===== src/rtl/obj_pkg.sv =====
// Shared definitions for the scanline object renderer: field layout, object types, colours, VGA timing.
// Latency: n/a (types and constants only).
// Backpressure: n/a.
package obj_pkg;

    // VGA 640x480@60 timing in pixel-clock units
    localparam int VGA_H_ACTIVE = 640;
    localparam int VGA_H_TOTAL  = 800;
    localparam int VGA_V_ACTIVE = 480;
    localparam int VGA_V_TOTAL  = 525;

    // Object entry field positions (LSB of each field)
    localparam int OBJ_TYPE_LSB = 52;
    localparam int OBJ_X_LSB    = 42;
    localparam int OBJ_Y_LSB    = 32;
    localparam int OBJ_W_LSB    = 22;
    localparam int OBJ_H_LSB    = 12;
    localparam int OBJ_COL_LSB  = 0;

    typedef enum logic [3:0] {
        OBJ_RECT   = 4'd0,
        OBJ_CIRCLE = 4'd1
    } obj_type_e;

    localparam logic [11:0] COL_BLACK = 12'h000;
    localparam logic [11:0] COL_WHITE = 12'hFFF;
    localparam logic [11:0] COL_RED   = 12'hF00;
    localparam logic [11:0] COL_GREEN = 12'h0F0;
    localparam logic [11:0] COL_BLUE  = 12'h00F;

    // One retained object for the current line. For a circle, budget holds
    // r^2 - dy^2 so the per-pixel test only needs the horizontal term.
    typedef struct packed {
        logic        is_circle;
        logic [9:0]  x;
        logic [9:0]  w;
        logic [20:0] budget;
        logic [11:0] colour;
    } slot_t;

    typedef enum logic [1:0] {
        ST_IDLE = 2'd0,
        ST_SCAN = 2'd1,
        ST_HOLD = 2'd2
    } scan_state_e;

endpackage


===== src/rtl/obj_hit_test.sv =====
// Horizontal hit test of one pixel column against one retained slot.
// Latency: combinational.
// Backpressure: none.
module obj_hit_test
    import obj_pkg::*;
(
    input  logic [9:0] pix_x_i,
    input  slot_t      slot_i,
    output logic       hit_o
);

    logic [10:0]        px_ext;
    logic [10:0]        x_ext;
    logic [10:0]        x_end;
    logic signed [10:0] dx;
    logic [9:0]         adx;
    logic [20:0]        dx_sq;

    // Rectangle: span compare in 11 bits; circle: dx^2 against the stored budget
    always_comb begin
        px_ext = {1'b0, pix_x_i};
        x_ext  = {1'b0, slot_i.x};
        x_end  = x_ext + {1'b0, slot_i.w};
        dx     = $signed(px_ext) - $signed(x_ext);
        adx    = dx[10] ? 10'(-dx) : dx[9:0];
        dx_sq  = {11'b0, adx} * {11'b0, adx};
        if (slot_i.is_circle) begin
            hit_o = (dx_sq <= slot_i.budget);
        end else begin
            hit_o = (x_ext <= px_ext) && (px_ext < x_end);
        end
    end

endmodule


===== src/rtl/obj_line_scanner.sv =====
// Scans the object list during h-blank into a small per-line active set, composites that set during video.
// Latency: pix_data is registered, one cycle after pix_x/pix_y; the active set changes at pix_x == H_TOTAL-1.
// Backpressure: none; follows the free-running pixel counters, excess hits on a line are dropped and flagged.
module obj_line_scanner
    import obj_pkg::*;
#(
    parameter int OBJ_WIDTH  = 56,
    parameter int MAX_LEN    = 16,
    parameter int MAX_ACTIVE = 4,
    parameter int H_ACTIVE   = VGA_H_ACTIVE,
    parameter int H_TOTAL    = VGA_H_TOTAL,
    parameter int V_ACTIVE   = VGA_V_ACTIVE,
    parameter int V_TOTAL    = VGA_V_TOTAL
) (
    input  logic                          vga_clk,
    input  logic                          rst,
    input  logic [9:0]                    pix_x,
    input  logic [9:0]                    pix_y,
    input  logic [OBJ_WIDTH*MAX_LEN-1:0]  obj_arr_packed,
    input  logic [5:0]                    obj_arr_len,
    output logic [11:0]                   pix_data,
    output logic                          scan_busy,
    output logic                          line_overflow
);

    localparam int IW = (MAX_LEN > 1) ? $clog2(MAX_LEN) : 1;
    localparam int CW = $clog2(MAX_ACTIVE + 1);

    scan_state_e   state_q;
    logic [IW-1:0] k_q;
    logic [9:0]    tgt_q;
    logic [CW-1:0] shadow_cnt_q;
    logic [CW-1:0] act_cnt_q;
    logic          ovf_q;
    logic          line_ovf_q;
    logic          busy_q;
    logic [11:0]   pix_q;
    slot_t         shadow_q [MAX_ACTIVE];
    slot_t         act_q    [MAX_ACTIVE];

    logic [9:0]    tgt_d;
    logic [7:0]    len_ext;
    logic [7:0]    eff_len;
    logic [IW-1:0] k_init;

    logic [OBJ_WIDTH-1:0] entry;
    logic [3:0]           e_type;
    logic [9:0]           e_x, e_y, e_w, e_h;
    logic [11:0]          e_col;
    logic [10:0]          t_ext, y_ext;
    logic signed [10:0]   dy;
    logic [9:0]           ady;
    logic [20:0]          r_sq, dy_sq;
    logic                 rect_hit, circ_hit, scan_hit;
    slot_t                new_slot;

    logic [MAX_ACTIVE-1:0] slot_hit;
    logic [11:0]           pix_d;

    assign tgt_d   = (pix_y == 10'(V_TOTAL - 1)) ? 10'd0 : pix_y + 10'd1;
    assign len_ext = {2'b00, obj_arr_len};
    assign eff_len = (len_ext > 8'(MAX_LEN)) ? 8'(MAX_LEN) : len_ext;
    assign k_init  = IW'(eff_len - 8'd1);

    // Only the entry under the scan index is read, one per clock
    assign entry  = obj_arr_packed[int'(k_q) * OBJ_WIDTH +: OBJ_WIDTH];
    assign e_type = entry[OBJ_TYPE_LSB +: 4];
    assign e_x    = entry[OBJ_X_LSB +: 10];
    assign e_y    = entry[OBJ_Y_LSB +: 10];
    assign e_w    = entry[OBJ_W_LSB +: 10];
    assign e_h    = entry[OBJ_H_LSB +: 10];
    assign e_col  = entry[OBJ_COL_LSB +: 12];

    // Vertical intersection of the scanned entry with the target line, and the slot it would occupy
    always_comb begin
        t_ext    = {1'b0, tgt_q};
        y_ext    = {1'b0, e_y};
        dy       = $signed(t_ext) - $signed(y_ext);
        ady      = dy[10] ? 10'(-dy) : dy[9:0];
        r_sq     = {11'b0, e_w} * {11'b0, e_w};
        dy_sq    = {11'b0, ady} * {11'b0, ady};
        rect_hit = (e_type == OBJ_RECT) && (y_ext <= t_ext) && (t_ext < y_ext + {1'b0, e_h});
        circ_hit = (e_type == OBJ_CIRCLE) && (ady <= e_w);
        scan_hit = rect_hit || circ_hit;
        new_slot.is_circle = (e_type == OBJ_CIRCLE);
        new_slot.x         = e_x;
        new_slot.w         = e_w;
        new_slot.budget    = (e_type == OBJ_CIRCLE) ? (r_sq - dy_sq) : 21'd0;
        new_slot.colour    = e_col;
    end

    // Scan FSM: fills the shadow set during blank, swaps it in at the last pixel of the line
    always_ff @(posedge vga_clk or negedge rst) begin
        if (!rst) begin
            state_q      <= ST_IDLE;
            k_q          <= '0;
            tgt_q        <= '0;
            shadow_cnt_q <= '0;
            act_cnt_q    <= '0;
            ovf_q        <= 1'b0;
            line_ovf_q   <= 1'b0;
            busy_q       <= 1'b0;
            for (int i = 0; i < MAX_ACTIVE; i++) begin
                shadow_q[i] <= '0;
                act_q[i]    <= '0;
            end
        end else if (pix_x == 10'(H_TOTAL - 1)) begin
            // Commit wins over a scan still in flight; shadow is emptied so a
            // line without a scan commits an empty set next time.
            for (int i = 0; i < MAX_ACTIVE; i++) begin
                act_q[i] <= shadow_q[i];
            end
            act_cnt_q    <= shadow_cnt_q;
            line_ovf_q   <= ovf_q;
            shadow_cnt_q <= '0;
            ovf_q        <= 1'b0;
            state_q      <= ST_IDLE;
            busy_q       <= 1'b0;
        end else begin
            case (state_q)
                ST_IDLE: begin
                    if (pix_x == 10'(H_ACTIVE) && tgt_d < 10'(V_ACTIVE)) begin
                        shadow_cnt_q <= '0;
                        ovf_q        <= 1'b0;
                        tgt_q        <= tgt_d;
                        k_q          <= k_init;
                        if (eff_len == 8'd0) begin
                            state_q <= ST_HOLD;
                            busy_q  <= 1'b0;
                        end else begin
                            state_q <= ST_SCAN;
                            busy_q  <= 1'b1;
                        end
                    end
                end
                ST_SCAN: begin
                    if (scan_hit) begin
                        if (shadow_cnt_q < CW'(MAX_ACTIVE)) begin
                            for (int i = 0; i < MAX_ACTIVE; i++) begin
                                if (CW'(i) == shadow_cnt_q) begin
                                    shadow_q[i] <= new_slot;
                                end
                            end
                            shadow_cnt_q <= shadow_cnt_q + CW'(1);
                        end else begin
                            ovf_q <= 1'b1;
                        end
                    end
                    if (k_q == '0) begin
                        state_q <= ST_HOLD;
                        busy_q  <= 1'b0;
                    end else begin
                        k_q <= k_q - IW'(1);
                    end
                end
                ST_HOLD: begin
                end
                default: begin
                    state_q <= ST_IDLE;
                    busy_q  <= 1'b0;
                end
            endcase
        end
    end

    for (genvar g = 0; g < MAX_ACTIVE; g++) begin : g_hit
        obj_hit_test u_hit (
            .pix_x_i (pix_x),
            .slot_i  (act_q[g]),
            .hit_o   (slot_hit[g])
        );
    end

    // Lowest occupied slot (highest list index) wins; black outside the visible area
    always_comb begin
        pix_d = COL_BLACK;
        if (pix_x < 10'(H_ACTIVE) && pix_y < 10'(V_ACTIVE)) begin
            for (int i = MAX_ACTIVE - 1; i >= 0; i--) begin
                if (slot_hit[i] && (CW'(i) < act_cnt_q)) begin
                    pix_d = act_q[i].colour;
                end
            end
        end
    end

    // Register the composited colour
    always_ff @(posedge vga_clk or negedge rst) begin
        if (!rst) begin
            pix_q <= COL_BLACK;
        end else begin
            pix_q <= pix_d;
        end
    end

    assign pix_data      = pix_q;
    assign scan_busy     = busy_q;
    assign line_overflow = line_ovf_q;

endmodule


===== config.mk =====
export PLATFORM = sky130hd
export DESIGN_NAME = obj_line_scanner
export DESIGN_NICKNAME = d
export VERILOG_FILES = /design/src/rtl/obj_pkg.sv /design/src/rtl/obj_hit_test.sv /design/src/rtl/obj_line_scanner.sv
export SDC_FILE = /design/constraint.sdc
export NUM_CORES = 2
export LEC_CHECK = 0
export CAP_MARGIN = 20
export CORE_MARGIN = 5
export CORE_UTILIZATION = 25
export CTS_BUF_LIST = sky130_fd_sc_hd__clkbuf_8 sky130_fd_sc_hd__clkbuf_16
export CTS_CLUSTER_DIAMETER = 40
export DETAILED_ROUTE_END_ITERATION = 8
export GPL_TIMING_DRIVEN = 0
export PLACE_DENSITY = 0.51
export SLEW_MARGIN = 40
export SYNTH_ARGS = -nofsm -noshare
export SYNTH_HDL_FRONTEND = slang
export SYNTH_HIERARCHICAL = 1
export SYNTH_SLANG_ARGS = --single-unit
export TNS_END_PERCENT = 50

===== constraint.sdc =====
create_clock -name vga_clk -period 20.4 [get_ports vga_clk]
set_clock_uncertainty 0.2 [all_clocks]
set_input_delay 2.04 -clock vga_clk [delete_from_list [all_inputs] [get_ports vga_clk]]
set_output_delay 2.04 -clock vga_clk [all_outputs]
set_load 0.005 [all_outputs]

==> results by group <==
Floorplanning
  • Initial core utilization: 25.04%
  • Die H: 456.8 µm
  • Die area: 0.2086 mm²
  • Core area: 0.1992 mm²
  • Die Span X: 456.8 µm
  • Cell row count: 164
  • IO Count: 938

Place
  • Post-DP HPWL: 230,800 µm
  • I/O Buffers: 937
  • Routability cong.: 1.001
  • # placed instances: 9,006
  • Placed cell areas: 0.06299 mm²

Job
  • Max-Cap Viols: 0

Critical path
  • Source of the worst register-to-register timing path: k_q[1]$_DFFE_PN0P_
  • CP top delay family: adder cells
  • Critical Path Start: k_q[1]$_DFFE_PN0P_
  • R2r endpoint: shadow_q[192]$_DFFE_PN0P_
  • Critical path type: reg -> reg
  • Crit. path cell count: 37
  • Max incr delay on CP: 0.87 ns
  • Critical path's slowest cell: dfrtp_1
  • Worst Path Max Fanout: 10
  • WP data arrival: 14.39 ns
  • Required time worst endpoint: 20.70 ns
  • WP buf/inv: 12
  • Worst setup path end: shadow_q[192]$_DFFE_PN0P_
  • Crit end category: register
  • Most frequent cell on the critical path: fa_1
  • CP Launch Type: register
  • Register-to-register setup slack: 6.31 ns
  • Cell count of the worst reg-to-reg path: 37

Drt
  • Via count: 44.70k
  • Pre-antenna DRT Iters: 9
  • Iter 0 DRT Violations: 3,141
  • Routed Antenna Nets: 0
  • Avg WL per Cell: 28.55 µm
  • WL final: 263,100 µm
  • Drt via density: 4.850
  • DRC Markers: 0

Synth
  • Net Count, Synth: 7,186
  • Netlist cell types: 105
  • Mapped cell area: 0.04990 mm²
  • Synth Instances: 5,400
  • Main synth FF type: dfrtp_1
  • Register area share after synthesis: 23.52%
  • Post-synthesis register bit count: 469
  • Post-synth EDFFs: 0
  • Post-synth ARST share: 100.0%
  • Post-Syn Area per Cell: 9.241 µm²
  • Synth warn: 6

Finish
  • Commonest non-fill, non-tap cells in the layout: 1,167 x nand2_1, 929 x clkdlybuf4s50_1, 722 x inv_1
  • Synthesis-to-layout area growth: 31.07%
  • Finished Cell Area: 0.06541 mm²
  • Fin nets: 8,198
  • Layout cells sized above 1: 9.952%
  • Most common cell after layout, fill and taps aside: nand2_1
  • Count of non-filler cells in the finished layout: 9,216
  • # fillers: 20.80k

Timing
  • Fin crit period: 14.09 ns
  • Finish-stage setup viols: 0
  • Relative slew slack: 40.17%
  • Worst Max-Slew Pin Slew: 0.8974 ns
  • Final period util: 69.07%
  • Hold WS: 0.2561 ns
  • Sum Neg Setup Slack: 0 ns
  • Peak Freq: 70.97 MHz
  • RSZ-0062 raised after global routing: no
  • Final Hold Violating Endpoints: 0
  • Final Max Tran Viols: 0

CTS
  • Worst-path clk slew: 0.06 ns
  • Num CTS Buffers: 59
  • Clk_lat worst skew: 0.67 ns
  • Max H-tree Level: 2
  • Sink Count: 469
  • Post-CTS resize count: 0
  • CTS Root Buffer Type: clkbuf_16
  • CTS tree: done
  • Post-CTS setup buffer count: 0
  • Clk buf depth: 3
  • CTS Hold Buffers Added: 0

Global route
  • Largest net degree at the start of global routing: 75
  • Grt ovf: 0
  • Vias in the first global route: 45.77k
  • Total track usage: 24.54%
  • First-pass GRT wire length: 361,700 µm
  • Initial antenna violation count: 148

Run status
  • Status: complete, no violations

Min path
  • Worst min-delay path category: reg -> reg
==> worst min path at each step <==
stage / from / end / slack, ns / depth (start not counted)
5_1_grt: shadow_q[156]$_DFFE_PN0P_ / act_q[156]$_DFFE_PN0P_ / 0.28 / 2
6_report: shadow_q[178]$_DFFE_PN0P_ / act_q[178]$_DFFE_PN0P_ / 0.26 / 2
3_5_place_dp: shadow_q[102]$_DFFE_PN0P_ / shadow_q[102]$_DFFE_PN0P_ / 0.25 / 2
4_1_cts: shadow_q[178]$_DFFE_PN0P_ / act_q[178]$_DFFE_PN0P_ / 0.26 / 2
2_1_floorplan: act_q[13]$_DFFE_PN0P_ / act_q[13]$_DFFE_PN0P_ / 0.23 / 2
3_3_place_gp: shadow_q[156]$_DFFE_PN0P_ / act_q[156]$_DFFE_PN0P_ / 0.25 / 2
==> per-stage QoR <==
stage / setup slack, ns / util, %
after global routing: 5.715 / 32.79
after CTS: 5.971 / 32.68
after global placement: -4.305 / 31.42
final: 6.309 / 32.83
after floorplan: 9.430 / -
after detailed placement: 5.902 / 31.61
==> sequential cells by signal (all words and copies together), names as in the netlist <==
| name | cells |
|---|---|
| act_q | 216 |
| shadow_q | 216 |
| ovf_q | 1 |
| act_cnt_q | 3 |
| pix_data | 12 |
| state_q | 2 |
| shadow_cnt_q | 3 |
| line_overflow | 1 |
| tgt_q | 10 |
| scan_busy | 1 |
| k_q | 4 |
==> cell families (layout without fill, tap and decap cells) <==
kind of cell,Yosys count,after routing,synth area share [%]
compound gates,736,736,9.651
fa+ha+maj,862,862,26.61
other cells,0,99,0
mux,323,323,13.01
buf+inv,922,1983,7.214
simple gates,1872,1872,16.15
flops,469,469,23.52
xor+xnor,216,216,3.851
==> cell usage after synthesis (all sizes together), types with 9 or more instances <==
library cell | n | area share (%)
o21a | 40 | 0.61
xnor2 | 139 | 2.5
clkbuf | 128 | 0.97
nand2b | 65 | 0.81
mux2 | 56 | 1.3
nand4 | 30 | 0.38
o22ai | 10 | 0.13
nor4 | 17 | 0.21
or2 | 36 | 0.45
o21bai | 27 | 0.42
o31ai | 13 | 0.25
nor3 | 50 | 0.51
o21ai | 233 | 2.3
buf | 72 | 0.81
a211oi | 24 | 0.46
xor2 | 77 | 1.4
ha | 530 | 13
and2 | 27 | 0.34
nor2b | 27 | 0.34
o211ai | 11 | 0.19
a21oi | 176 | 1.8
nor3b | 9 | 0.14
fa | 332 | 13
inv | 722 | 5.4
a21boi | 9 | 0.14
mux2i | 13 | 0.27
and3 | 24 | 0.34
a31oi | 23 | 0.36
a21o | 84 | 1.3
or3 | 21 | 0.27
nand2 | 1168 | 8.8
nand3 | 80 | 0.86
a311oi | 14 | 0.25
mux4 | 254 | 11
nor2 | 288 | 2.2
dfrtp | 469 | 24
==> cell type report <==
type	instances	area, µm²	area share, %
timing repair buffer	951	9600	14.68
clock buffer	65	1559	2.384
antenna	99	247.7	0.3788
tap	2656	3323	5.081
inverter	722	2710	4.144
clock inverter	45	568.0	0.8685
buffer	200	922.1	1.410
multi-input combinational	4009	34740	53.11
sequential	469	11740	17.94
==> layer usage <==
metal	vias up	GRT usage (%)	part of all wire (%)	wire length [µm]
met1	22362	28.94	39	102200
li1	20282	-	-	-
met5	-	0	0.13	344
met2	1530	41.32	48	126400
met3	464	5.142	6.2	16390
met4	58	14.23	6.7	17760
==> worst reg2reg max path, delay by kind of cell, from the launching register on <==
family	cells	cell delay, ns
adders and majority gates	9	4.05
buffers and inverters	12	3.42
AOI/OAI and AO/OA	6	1.81
and+or+nand+nor	6	1.60
muxes	2	1.12
xor gates and xnor gates	2	0.88
DFF	1	0.87
Power is not shown: default switching activity piles up to over one toggle a cycle in this logic, so the estimate is an artifact.
